<file path="config.mk">
export PLATFORM = sky130hd
export DESIGN_NAME = trng_collector
export DESIGN_NICKNAME = d
export VERILOG_FILES = /design/src/rtl/trng_collector.sv
export SDC_FILE = /design/constraint.sdc
export NUM_CORES = 1
export LEC_CHECK = 0
export CAP_MARGIN = 20
export CORE_MARGIN = 4
export CORE_UTILIZATION = 23
export CTS_BUF_LIST = sky130_fd_sc_hd__clkbuf_8
export DETAILED_ROUTE_END_ITERATION = 10
export PLACE_DENSITY = 0.44
export SLEW_MARGIN = 20
export SYNTH_ARGS = -nofsm -noshare
export SYNTH_HDL_FRONTEND = slang
export SYNTH_SLANG_ARGS = --single-unit
export TNS_END_PERCENT = 50
</file>
<file path="constraint.sdc">
create_clock -name clk -period 6.25 [get_ports clk]
set_input_delay 1.25 -clock clk [delete_from_list [all_inputs] [get_ports clk]]
set_output_delay 1.25 -clock clk [all_outputs]
set_load 0.02 [all_outputs]
</file>
<file path="src/rtl/trng_collector.sv">
// Collector for the ring-oscillator TRNG core: warms the core up, von Neumann debiases its
// raw samples, runs a repetition-count health test and packs bits LSB-first into words.
//
// state   | meaning
// IDLE    | core disabled, waiting for enable
// WARMUP  | core enabled, waiting for oscillator start-up
// COLLECT | sampling, debiasing and packing bits
// FULL    | complete word presented on data/valid
// ERROR   | health test tripped; sticky until enable drops
module trng_collector #(
  parameter int WIDTH         = 32,
  parameter int WARMUP_CYCLES = 16,
  parameter int REP_LIMIT     = 32
) (
  input  logic             clk,
  input  logic             reset,
  input  logic             enable,
  input  logic             trng_bit,
  output logic             trng_en,
  output logic [WIDTH-1:0] data,
  output logic             valid,
  input  logic             ready,
  output logic             error
);

  localparam int BCW = $clog2(WIDTH);
  localparam int WCW = $clog2(WARMUP_CYCLES);
  localparam int RCW = $clog2(REP_LIMIT + 1);

  typedef enum logic [2:0] {IDLE, WARMUP, COLLECT, FULL, ERROR} state_t;

  state_t           state, state_nxt;
  logic [WCW-1:0]   warm_cnt;
  logic [BCW-1:0]   bit_cnt;
  logic             phase;
  logic             first_bit;
  logic             prev_bit;
  logic             first_flag;
  logic [RCW-1:0]   rep_cnt, rep_nxt;
  logic [WIDTH-1:0] acc, acc_nxt;
  logic             sample_en, emit, rep_trip, word_done;
  logic             trng_en_nxt, valid_nxt, error_nxt;

  always_comb begin
    sample_en = (state == COLLECT) && enable;
    emit      = sample_en && phase && (first_bit != trng_bit);
    rep_nxt   = (first_flag || (trng_bit != prev_bit)) ? RCW'(1) : rep_cnt + RCW'(1);
    rep_trip  = sample_en && (rep_nxt == RCW'(REP_LIMIT));
    word_done = emit && (bit_cnt == BCW'(WIDTH - 1));
    acc_nxt   = acc;
    // a 10 pair emits 1 and a 01 pair emits 0, i.e. the emitted bit is the first of the pair
    acc_nxt[bit_cnt] = first_bit;
  end

  always_ff @(posedge clk or posedge reset) begin
    if (reset) state <= IDLE;
    else       state <= state_nxt;
  end

  always_comb begin
    state_nxt = state;
    if (!enable) begin
      state_nxt = IDLE;
    end else begin
      case (state)
        IDLE:    state_nxt = WARMUP;
        WARMUP:  if (warm_cnt == '0) state_nxt = COLLECT;
        COLLECT: begin
          if (rep_trip)       state_nxt = ERROR;
          else if (word_done) state_nxt = FULL;
        end
        FULL:    if (valid && ready) state_nxt = COLLECT;
        ERROR:   state_nxt = ERROR;
        default: state_nxt = IDLE;
      endcase
    end
  end

  // outputs are decoded from the next state so they register on the same edge as the state
  always_comb begin
    trng_en_nxt = (state_nxt == WARMUP) || (state_nxt == COLLECT) || (state_nxt == FULL);
    valid_nxt   = (state_nxt == FULL);
    error_nxt   = (state_nxt == ERROR);
  end

  always_ff @(posedge clk or posedge reset) begin
    if (reset) begin
      trng_en    <= 1'b0;
      valid      <= 1'b0;
      error      <= 1'b0;
      data       <= '0;
      warm_cnt   <= '0;
      bit_cnt    <= '0;
      phase      <= 1'b0;
      first_bit  <= 1'b0;
      prev_bit   <= 1'b0;
      first_flag <= 1'b0;
      rep_cnt    <= '0;
      acc        <= '0;
    end else begin
      trng_en <= trng_en_nxt;
      valid   <= valid_nxt;
      error   <= error_nxt;

      if ((state_nxt == WARMUP) && (state != WARMUP))
        warm_cnt <= WCW'(WARMUP_CYCLES - 1);
      else if ((state == WARMUP) && (warm_cnt != '0))
        warm_cnt <= warm_cnt - WCW'(1);

      if (!enable || rep_trip) begin
        bit_cnt    <= '0;
        phase      <= 1'b0;
        acc        <= '0;
        rep_cnt    <= '0;
        prev_bit   <= 1'b0;
        first_flag <= 1'b0;
      end else if ((state == WARMUP) && (state_nxt == COLLECT)) begin
        bit_cnt    <= '0;
        phase      <= 1'b0;
        acc        <= '0;
        rep_cnt    <= '0;
        first_flag <= 1'b1;
      end else if ((state == FULL) && (state_nxt == COLLECT)) begin
        // repetition history carries across the handshake
        bit_cnt <= '0;
        phase   <= 1'b0;
        acc     <= '0;
      end else if (sample_en) begin
        phase      <= ~phase;
        rep_cnt    <= rep_nxt;
        prev_bit   <= trng_bit;
        first_flag <= 1'b0;
        if (!phase) first_bit <= trng_bit;
        if (emit) begin
          if (word_done) begin
            data    <= acc_nxt;
            bit_cnt <= '0;
            acc     <= '0;
          end else begin
            acc     <= acc_nxt;
            bit_cnt <= bit_cnt + BCW'(1);
          end
        end
      end
    end
  end

endmodule

</file>
-- After elaboration in Yosys (flattened, before gate mapping)
Index checks and enable logic that the tools add are counted.
- $add $sub $neg: 3
- $mul: 0
- divide/modulo/power cells: 0
- $lt $le $gt $ge: 2
- eq/ne operators: 16
- shift operators: 0
- muxes and demuxes: 40
- bitwise gates (word level): 4
- reduce and logical (&&, ||, !) cells: 29
- operator list (cell ; count):
    32-bit two-way mux ; 6
    32-bit bitwise mux ; 1
    5-bit two-way mux ; 6
    6-bit two-way mux ; 5
    3-bit two-way mux ; 5
    3-bit case mux with 5 select lines ; 1
    1-bit two-way mux ; 13
    3-bit by 2-bit == test with 1-bit output (second input constant) ; 4
    4-bit nonzero test ; 3
    1-bit logical AND ; 11
    4-bit two-way mux ; 2
    6-bit by 1-bit adder with 6-bit output (second input constant) ; 1
    3-bit by 1-bit == test with 1-bit output (second input constant) ; 2
    3-bit == test (second input constant) ; 2
    6-bit == test (second input constant) ; 1
    5-bit by 6-bit less-than comparator with 1-bit output (second input constant) ; 1
    6-bit AND reduction ; 1
    5-bit by 1-bit adder with 5-bit output (second input constant) ; 1
    1-bit demux with 5-bit select ; 1
    5-bit == test (second input constant) ; 1
    5-bit by 1-bit greater-or-equal comparator with 1-bit output (second input constant) ; 1
    5-bit AND reduction ; 1
    4-bit zero test ; 1
    1-bit logical OR ; 4
    12 further kinds ; 19
- register bits after elaboration: 89
- latch bits: 0
- memory bits (writable): 0
- memory bits (read-only): 0
- output and inout port bits: 35
- logic and storage cells: 107
- memories: 0

-- Logic depth before layout (Yosys ltp)
- word-level depth: 14
- mapped depth: 10
- depth with buffers taken out: 7

-- Worst setup path after synthesis
No wires, ideal clock.
- path type: in2reg
- start point: in enable
- end point: reg first_bit
- library setup time: 0.125 ns
- arrival time: 2.384 ns
- data required time: 6.125 ns
- slack: 3.741 ns
- cell stages on the path: 5
- cells stage by stage: and4bb_4 -> and3_2 -> o2111a_4 -> nor4_2 -> mux2_2
- word-level cells in the longest chain between the ends: 12
- elaborated cells between the ends (all ways): 18
- classes of those cells: eq/ne (1); mux (4); bitwise (3); reduce/logical (10)
- ends and longest elaborated chain (element ; RTL line ; source):
    start, declared ; 17 ; input logic enable,
    1-bit logical AND ; 45 ; sample_en = (state == COLLECT) && enable;
    1-bit logical AND (2 in a row) ; 46 ; emit = sample_en && phase && (first_bit != trng_bit);
    1-bit logical AND ; 49 ; word_done = emit && (bit_cnt == BCW'(WIDTH - 1));
    3-bit two-way mux ; 70 ; else if (word_done) state_nxt = FULL;
    3-bit two-way mux ; 69 ; if (rep_trip) state_nxt = ERROR;
    3-bit case mux with 5 select lines ; 65 ; case (state)
    3-bit two-way mux ; 62 ; if (!enable) begin
    3-bit by 2-bit == test with 1-bit output ; 117, 123 ;
    1-bit logical AND (on tied branches) ; 123, 117 ;
    1-bit NOT (no line) ; -- ;
    5-bit AND reduction (no line) (*) ; -- ;
    end signal, assigned ; 133 ; if (!phase) first_bit <= trng_bit;
    end, declared ; 36 ; logic first_bit;
Mark *: on every way between the ends. The rest lies on a longest branch, timed or not.
A chain may end at the register's enable or synchronous reset.

-- Final worst setup path
- start point: in enable
- end point: reg bit_cnt[4]
- word-level cells in the longest chain between the ends: 13
- elaborated cells between the ends (all ways): 23
- classes of those cells: eq/ne (1); mux (10); reduce/logical (12)
- ends and longest elaborated chain (element ; RTL line ; source):
    1-bit logical AND ; 45 ;
    1-bit logical AND (2 in a row) ; 46 ;
    1-bit logical AND ; 49 ;
    3-bit two-way mux ; 70 ;
    3-bit two-way mux ; 69 ;
    3-bit case mux with 5 select lines ; 65 ;
    3-bit two-way mux ; 62 ;
    3-bit by 2-bit == test with 1-bit output ; 117, 123 ;
    1-bit logical AND ; 123 ; end else if ((state == FULL) && (state_nxt == COLLECT)) begin
    5-bit two-way mux ; 123 ;
    5-bit two-way mux ; 117 ; end else if ((state == WARMUP) && (state_nxt == COLLECT)) begin
    5-bit two-way mux ; 110 ; if (!enable || rep_trip) begin
    end signal, assigned ; 141 ; bit_cnt <= bit_cnt + BCW'(1);
    end, declared ; 34 ; logic [BCW-1:0] bit_cnt;
Several ways; a longest one is shown, not always the timed one. The select of a mux whose other input is x is not followed.

==> reports/qor.csv <==
metric;value;unit
status;complete, no violations;
launch point of the worst reg-to-reg path;rep_cnt[0]$_DFFE_PP0P_;
total routed wirelength;11.79;mm
Worst Tran Pin Value;0.8096;ns
register area;2231;µm²
Clk Latency, worst-skew pair;0.38;ns
WP depth;7;
sequential fraction of the synthesis area;0.4819;
fin crit share;0.5511;
Mean Syn Cell Area;9.813;µm²
Hold Vio Cnt, Final;0;
fillers;2088;
worst vdd ir;83.61;µV
post-DR vias/cell;4.728;
largest net degree at the start of global routing;52;
Routed WL per cell;15.63;µm
PD cells;194.4;nW/µm²
Clock Power Share;0.386;
Reg2Reg Depth;6;
vias in the first global route;3581;
syn_nets;483;
fin nets;496;
most frequent cells in the layout;dfrtp_1, nor2_1, a21oi_1, o21ai_0, clkdlybuf4s50_1;
RePlAce Congestion;0.7436;
final setup fails;0;
CP required;6.55;ns
first-pass GRT wire length;19.45;mm
1st-iter DRT viols;221;
Leak Pwr;2.161;nW
min-delay worst type;reg -> reg;
die footprint;22430;µm²
Gate power share;0.043;
CP cell instances;clkdlybuf4s50_1, and4bb_4, nand3_2, buf_4, nor3b_1, a21oi_1, nor2_1;
relative slew slack;0.4597;
ant diodes;0;
Final min period;3.445;ns
Fmax achieved;0.2903;GHz
Synth Warn #;0;
Layout Skew;0.01347;ns
CTS sink count;89;
Clock Tree Root;clkbuf_8;
Layout area overhead;16.30;%
finished layout cell area;5375;µm²
Critical Path End;bit_cnt[4]$_DFFE_PP0P_;
#FFs+latches synth;89;
startpoint types;input pin;
DP Wirelength;6.942;mm
Max clock buf depth;2;
Reg power frac;0.571;
P_sw;263.7;µW
DR DRC count;0;
Final Slew Violations;0;
ys async rst share;1.000;
footprint of the multi-input gates;2152;µm²
internal power;781.3;µW
hold_buf cts;0;
Total Power;1.045;mW
via count;3565;
Die H;149.8;µm
post-placement setup slack;2.394;ns
Sw Share;0.2523;
CTS tree;done;
Clk pin slew, worst setup/hold paths;0.09;ns
Core Footprint;19590;µm²
Main synth FF type;dfrtp_1;
GR Util All Layers;0.1092;
mapped cell area;4622;µm²
r2r setup slk;3.48;ns
RSZ-0062 raised after global routing;false;
most common cell after layout, fill and taps aside;dfrtp_1;
CTS buffer count;9;
max cap viols;0;
CP top delay family;simple AND/OR/NAND/NOR gates;
crit path kind;in -> reg;
DP Area;5179;µm²
Post-Layout Cell Count;754;
max incr delay on CP;0.64;ns
worst setup margin;2.805;ns
WP buf/inv;2;
cell count after synthesis;471;
TNS Setup;0;ns
launch point of the worst path;enable;
Critical Path Slowest Stage Cell;nand3_2;
# IOs;40;
Port Buffers;39;
post-CTS setup buffers;0;
Netlist cell types;52;
GRT Residual Overflow;0;
CP Max Fanout;43;
# resized after CTS;0;
Post-synth EDFFs;0;
CP Capture Type;register;
# H-tree levels;3;
starting density of the core;0.2359;
antenna violations before repair;0;
share of layout cells above drive strength 1;0.09202;
WP data arrival;3.75;ns
ANT nets after route;0;
Inst Count DP;738;
drt first pass iters;5;
die width;149.8;µm
Core Rows;51;
reg2reg end;data[10]$_DFFE_PP0P_;
==> power by group through the flow <==
stage	Combinational [mW]	Sequential (mW)	Clock, mW
detailed placement	0.0470	0.608	0
CTS	0.0468	0.596	0.424
floorplan	0.0393	0.598	0
global route	0.0529	0.598	0.447
finish	0.0447	0.596	0.404
global placement	0.0454	0.607	0
==> Yosys cell counts, drive strengths merged (4+ instances only) <==
| library cell | instances | area [µm²] |
|---|---|---|
| dfrtp | 89 | 2227 |
| o21ai | 70 | 387.9 |
| nor2 | 46 | 172.7 |
| a21oi | 41 | 205.2 |
| nor3 | 35 | 175.2 |
| mux2i | 34 | 340.3 |
| clkbuf | 25 | 96.34 |
| buf | 17 | 113.9 |
| nand4b | 13 | 113.9 |
| nor4bb | 12 | 120.1 |
| inv | 10 | 37.54 |
| nand2 | 10 | 37.54 |
| nand3 | 8 | 40.04 |
| ha | 7 | 87.58 |
| nand4 | 5 | 31.28 |
| nor4b | 5 | 43.79 |
| nor3b | 4 | 35.03 |
| xnor2 | 4 | 35.03 |
==> worst min-delay path: stages, from the launching register on <==
cell and delay (ns):
dfrtp_1 0.35, o21ai_0 0.07, o21ai_0 0.06
==> through the flow <==
step / utilization / hold WS (ns)
after detailed placement: 0.2644 / 0.5050
after floorplan: - / 0.4821
after global routing: 0.2744 / 0.5550
final: 0.2744 / 0.5142
after CTS: 0.2743 / 0.5285
after global placement: 0.2643 / 0.4951
==> kinds of logic (layout without fill, tap and decap cells) <==
logic type                 Yosys count  after routing  share of synthesized area
adders and majority gates            7              7                    0.01895
DFF                                 89             89                     0.4819
and+or+nand+nor                    154            154                     0.1976
xor gates and xnor gates             6              6                    0.01137
muxes                               35             35                    0.07607
AOI/OAI and AO/OA                  128            128                     0.1605
buffers and inverters               52             70                    0.05360
==> worst min path at each step <==
stage,from,slack (ns),cells after the start,end
after detailed placement,acc[16]$_DFFE_PP0P_,0.50,2,acc[16]$_DFFE_PP0P_
final,data[9]$_DFFE_PP0P_,0.51,2,data[9]$_DFFE_PP0P_
after floorplan,acc[0]$_DFFE_PP0P_,0.48,2,acc[0]$_DFFE_PP0P_
after global placement,acc[28]$_DFFE_PP0P_,0.50,2,acc[28]$_DFFE_PP0P_
after CTS,data[9]$_DFFE_PP0P_,0.53,2,data[9]$_DFFE_PP0P_
after global routing,acc[8]$_DFFE_PP0P_,0.55,2,acc[8]$_DFFE_PP0P_
==> cell type report <==
cell class / instances / share of cell area
flip-flops and latches: 89 / 0.4150
multi-input cells: 330 / 0.4004
repair buffers: 44 / 0.07961
well taps: 265 / 0.06169
clock buffers: 9 / 0.02304
clock inverters: 7 / 0.01304
inverters: 10 / 0.007216
==> sequential cells by signal, indices dropped and copies added, names as in the netlist, 3 cells and up <==
register,flops
state,3
acc,32
bit_cnt,5
rep_cnt,6
data,32
warm_cnt,4
==> routing by layer <==
layer / track usage / wire (µm) / vias up
met2: 0.1719 / 5222 / 62
met1: 0.1485 / 5968 / 1764
li1: - / - / 1732
met5: 0 / 0 / -
met3: 0.03240 / 477 / 7
met4: 0.02516 / 118 / 0
Note: power is estimated with default switching activity, not from simulation.
==> variant 1 (config.mk and constraints unchanged) <==
Reset style: synchronous (`reset`), changed in 2 clocked blocks.
--- a/src/rtl/trng_collector.sv
+++ b/src/rtl/trng_collector.sv
@@ -54,3 +54,3 @@
 
-  always_ff @(posedge clk or posedge reset) begin
+  always_ff @(posedge clk) begin
     if (reset) state <= IDLE;
@@ -85,3 +85,3 @@
 
-  always_ff @(posedge clk or posedge reset) begin
+  always_ff @(posedge clk) begin
     if (reset) begin
Function: differs if reset is asserted again (counterexample within 4 cycles, from zero or initial values and one cycle with reset high); with reset held inactive, the same outputs for 4 cycles.
==> variant 1 against the original RTL <==
- total power up 0.80%
- sequential power is 3% lower
- sequential cell count unchanged
- worst hold slack got worse by 0.050 ns
- non-clock buffer count rose by 3
- count of clock-buffer cells in the layout increased by 2
- routed wire length grew 5.0%
- synthesized area increased by 2.4%
- global-route usage grew 0.25 points
- cell area grew 2.3%
- setup slack got worse by 0.25 ns
- register-to-register slack got worse by 0.07 ns
- critical path depth is the same
- clock skew hardly changed
- critical path type unchanged
- critical endpoint is now data[9]$_SDFFE_PP0P_
==> variant 1: results (changes against the original RTL) <==
metric;value;unit;change
placed cell count;799;;+8.3%
WP data arrival;3.99;ns;+0.24 ns
vias in the first global route;3932;;+9.8%
Layout fillers;2115;;+1.3%
global-route wire length before repair;20500;microns;+5.6%
met3 Use GR;2.83;%;-0.41 points
Post-synth EDFFs;0;;unchanged
Net Count, Synth;545;;+13%
Max rail drop VDD;0.0000930;V;+11%
critical path's slowest cell;clkdlybuf4s50_1;;
Leak;1.81;nW;-16%
Total GRT Usage;11.2;%;+0.25 points
Top FF cell, synth;dfxtp_1;;
status;completed;;
headroom to the max-slew limit;27.4;%;-19 points
clk_skew;0.0136;ns;+0.000113 ns
largest net degree at the start of global routing;52;;unchanged
Post-DP HPWL;7710;microns;+11%
First-pass DRT Iterations;4;;-1
Post-Place Cell Area;5290;sq um;+2.2%
met2 Use GR;18.0;%;+0.76 points
drt via density;4.80;;+1.4%
commonest cells in the netlist;89 x dfxtp_1, 48 x nor2_1, 38 x clkbuf_1, 38 x inv_1, 37 x a211oi_1;;
cell count after synthesis;533;;+13%
Worst path max stage delay;0.54;ns;-0.10 ns
placer congestion estimate;0.748;;+0.59%
pre-CTS WS;2.16;ns;-0.238 ns
Final period util;59.0;%;+3.9 points
share of layout cells above drive strength 1;13.0;%;+3.8 points
Via Count;3908;;+9.6%
initial drt markers;197;;-11%
Worst Path Max Fanout;33;;-23%
share of the yosys chip area belonging to registers;37.6;%;-11 points
share of synthesized registers carrying an async set or reset;0;%;-100 points
top post-synthesis cells by area;dfxtp_1 38%, a211oi_1 5.9%, mux2_2 4.8%;;
==> variant 1: worst paths after layout <==
| kind | depth (start not counted) | startpoint | slack, ns | endpoint |
|---|---|---|---|---|
| worst min-delay path | 2 | data[8]$_SDFFE_PP0P_ | 0.46 | data[8]$_SDFFE_PP0P_ |
| worst max-delay path | 7 | enable | 2.56 | data[9]$_SDFFE_PP0P_ |
| worst min register to register | 2 | data[8]$_SDFFE_PP0P_ | 0.46 | data[8]$_SDFFE_PP0P_ |
| worst max register to register | 6 | rep_cnt[0]$_SDFFE_PP0P_ | 3.41 | acc[27]$_SDFFE_PP0P_ |
==> variant 1: metal layers <==
layer	share of wire (%)	up-vias	wire [microns]
met4	1.1	0	138
met1	49	1880	6090
met3	4.1	9	504
met5	0	-	0
li1	-	1946	-
met2	46	73	5650
==> variant 1: report_power, final <==
part | total [W] | internal (W) | switching (W)
Sequential | 0.000579 | 0.000573 | 0.00000586
Combinational | 0.0000512 | 0.0000186 | 0.0000325
Clock | 0.000424 | 0.000206 | 0.000218
Total | 0.00105 | 0.000797 | 0.000257
==> variant 1: kinds of logic after synthesis <==
| family | Yosys count | synth area share [%] |
|---|---|---|
| flops | 89 | 37.6 |
| simple gates | 162 | 19.3 |
| xor+xnor | 7 | 1.30 |
| mux | 34 | 7.72 |
| fa+ha+maj | 7 | 1.85 |
| compound gates | 145 | 24.2 |
| buf+inv | 89 | 7.90 |
==> variant 1: final cells by class <==
class / count / area, sq um / area share, %
timing repair buffer: 47 / 445 / 8.10
inverter: 38 / 143 / 2.59
tap: 270 / 338 / 6.14
clock inverter: 5 / 52.6 / 0.956
clock buffer: 11 / 151 / 2.75
multi-input combinational: 355 / 2580 / 47.0
sequential: 89 / 1780 / 32.4
==> variant 2 (same settings) <==
Made on the original files. `REP_LIMIT`: 32 -> 64.
--- a/src/rtl/trng_collector.sv
+++ b/src/rtl/trng_collector.sv
@@ -12,3 +12,3 @@
   parameter int WARMUP_CYCLES = 16,
-  parameter int REP_LIMIT     = 32
+  parameter int REP_LIMIT     = 64
 ) (
Formal check against the unedited RTL: same outputs for any inputs over 10 cycles, from zero or initial values and one cycle with reset high; that may be too few to reach the edited logic, so the function may still have changed.
==> variant 2 against the original RTL <==
- register-to-register slack lost 0.60 ns
- routed wire length is 20% higher
- cell count is 6.6% higher
- critical path depth is the same
- sequential power is 0.7% higher
- via count rose by 16%
- synthesized area rose by 12%
- cell area up 12%
- first-iteration DRC count is 41% higher
- setup slack worse by 0.48 ns
- maximum frequency fell by 12%
- sequential cell count is 1 higher
- total power rose by 10%
==> variant 2: results (changes against the original RTL) <==
metric;value;unit;change
top post-synthesis cells by area;dfrtp_1 43%, mux2_2 13%, o2111ai_1 5.9%;;
cell count after synthesis;515;;+9.3%
Worst path max stage delay;0.70;ns;+0.06 ns
HP Start;data[23]$_DFFE_PP0P_;;
critical path's slowest cell;o211ai_4;;
global-route wire length before repair;23200;microns;+19%
Critical R2R Capture;data[3]$_DFFE_PP0P_;;
drt via density;5.13;;+8.6%
Final period util;62.8;%;+7.7 points
status;completed;;
biggest regs;acc x32, data x32, rep_cnt x7;;
Post-DP HPWL;8620;microns;+24%
commonest cells in the netlist;90 x dfrtp_1, 61 x mux2_2, 39 x clkbuf_1;;
initial drt markers;312;;+41%
vias in the first global route;4154;;+16%
hold-critical path depth;1;;-1
placed cell count;788;;+6.8%
pre-CTS WS;1.85;ns;-0.546 ns
Total GRT Usage;11.7;%;+0.81 points
number of distinct library cells after synthesis;50;;-3.8%
Leak;2.43;nW;+13%
largest net degree at the start of global routing;53;;+1.9%
worst reg2reg startpoint;rep_cnt[0]$_DFFE_PP0P_;;
Non-Filler Instances;804;;+6.6%
r2r setup slk;2.88;ns;-0.60 ns
placer congestion estimate;0.812;;+9.2%
Worst Hold End;data[23]$_DFFE_PP0P_;;
clk_skew;0.0149;ns;+0.00148 ns
Layout fillers;2311;;+11%
share of layout cells above drive strength 1;18.7;%;+9.5 points
share of the yosys chip area belonging to registers;43.4;%;-4.8 points
Net Count, Synth;527;;+9.1%
[variant 2: cell types whose count changed after synthesis, moves of 16 or more]
cell / unedited run / this run
mux2i_1: 34 / 0
o21a_1: 1 / 36
o2111ai_1: 0 / 35
nand3_1: 8 / 27
nor3_1: 35 / 3
clkbuf_1: 23 / 39
nor2_1: 46 / 9
nand2_1: 10 / 34
mux2_2: 1 / 61
a21oi_1: 41 / 23
[variant 2: power groups by stage]
| stage | clock network (W) | logic [W] | registers, W |
|---|---|---|---|
| floorplan | 0 | 0.0000341 | 0.000606 |
| global placement | 0 | 0.0000452 | 0.000611 |
| detailed placement | 0 | 0.0000470 | 0.000612 |
| CTS | 0.000525 | 0.0000472 | 0.000601 |
| global route | 0.000548 | 0.0000522 | 0.000603 |
| finish | 0.000506 | 0.0000457 | 0.000600 |
[variant 2: cells by family after synthesis]
group                    after synthesis  synth area share (%)
AO/OA/AOI/OAI                        169                  22.2
AND/OR/NAND/NOR                      111                  12.1
flip-flops                            90                  43.4
buffers and inverters                 67                  5.52
multiplexers                          65                  14.1
adder cells (fa/ha/maj)                7                  1.69
XOR/XNOR                               6                  1.01
[variant 2: worst max-delay path by stage]
stage,start,endpoint,cells past startpoint
floorplan,reset,acc[0]$_DFFE_PP0P_,1
global placement,enable,data[9]$_DFFE_PP0P_,6
detailed placement,enable,data[22]$_DFFE_PP0P_,7
CTS,enable,data[8]$_DFFE_PP0P_,7
global route,enable,data[8]$_DFFE_PP0P_,7
finish,enable,data[8]$_DFFE_PP0P_,7
[variant 2: cell type report]
class / count / area (sq um) / share of cell area, %
timing repair buffer: 48 / 478 / 7.91
clock inverter: 5 / 101 / 1.68
multi-input combinational: 358 / 2660 / 44.0
clock buffer: 11 / 151 / 2.51
tap: 280 / 350 / 5.80
inverter: 12 / 47.5 / 0.787
sequential: 90 / 2250 / 37.3
[variant 2: per-layer routing]
layer  routed length [microns]  share of wire, %  up-vias  global-route usage (%)
met5                         0                 0        -                       0
met4                       272               1.9        0                    4.02
met3                       558               3.9       17                    2.54
met2                      6670                47      113                    19.0
met1                      6650                47     2081                    15.6
li1                          -                 -     1916                       -
[variant 2: per-stage QoR]
stage               cell area [sq um]  power (W)  hold WS (ns)
floorplan                        5190   0.000640         0.500
global placement                 5760   0.000657         0.482
detailed placement               5780   0.000659         0.481
CTS                              6040    0.00117         0.502
global route                     6040    0.00120         0.513
finish                           6040    0.00115         0.494
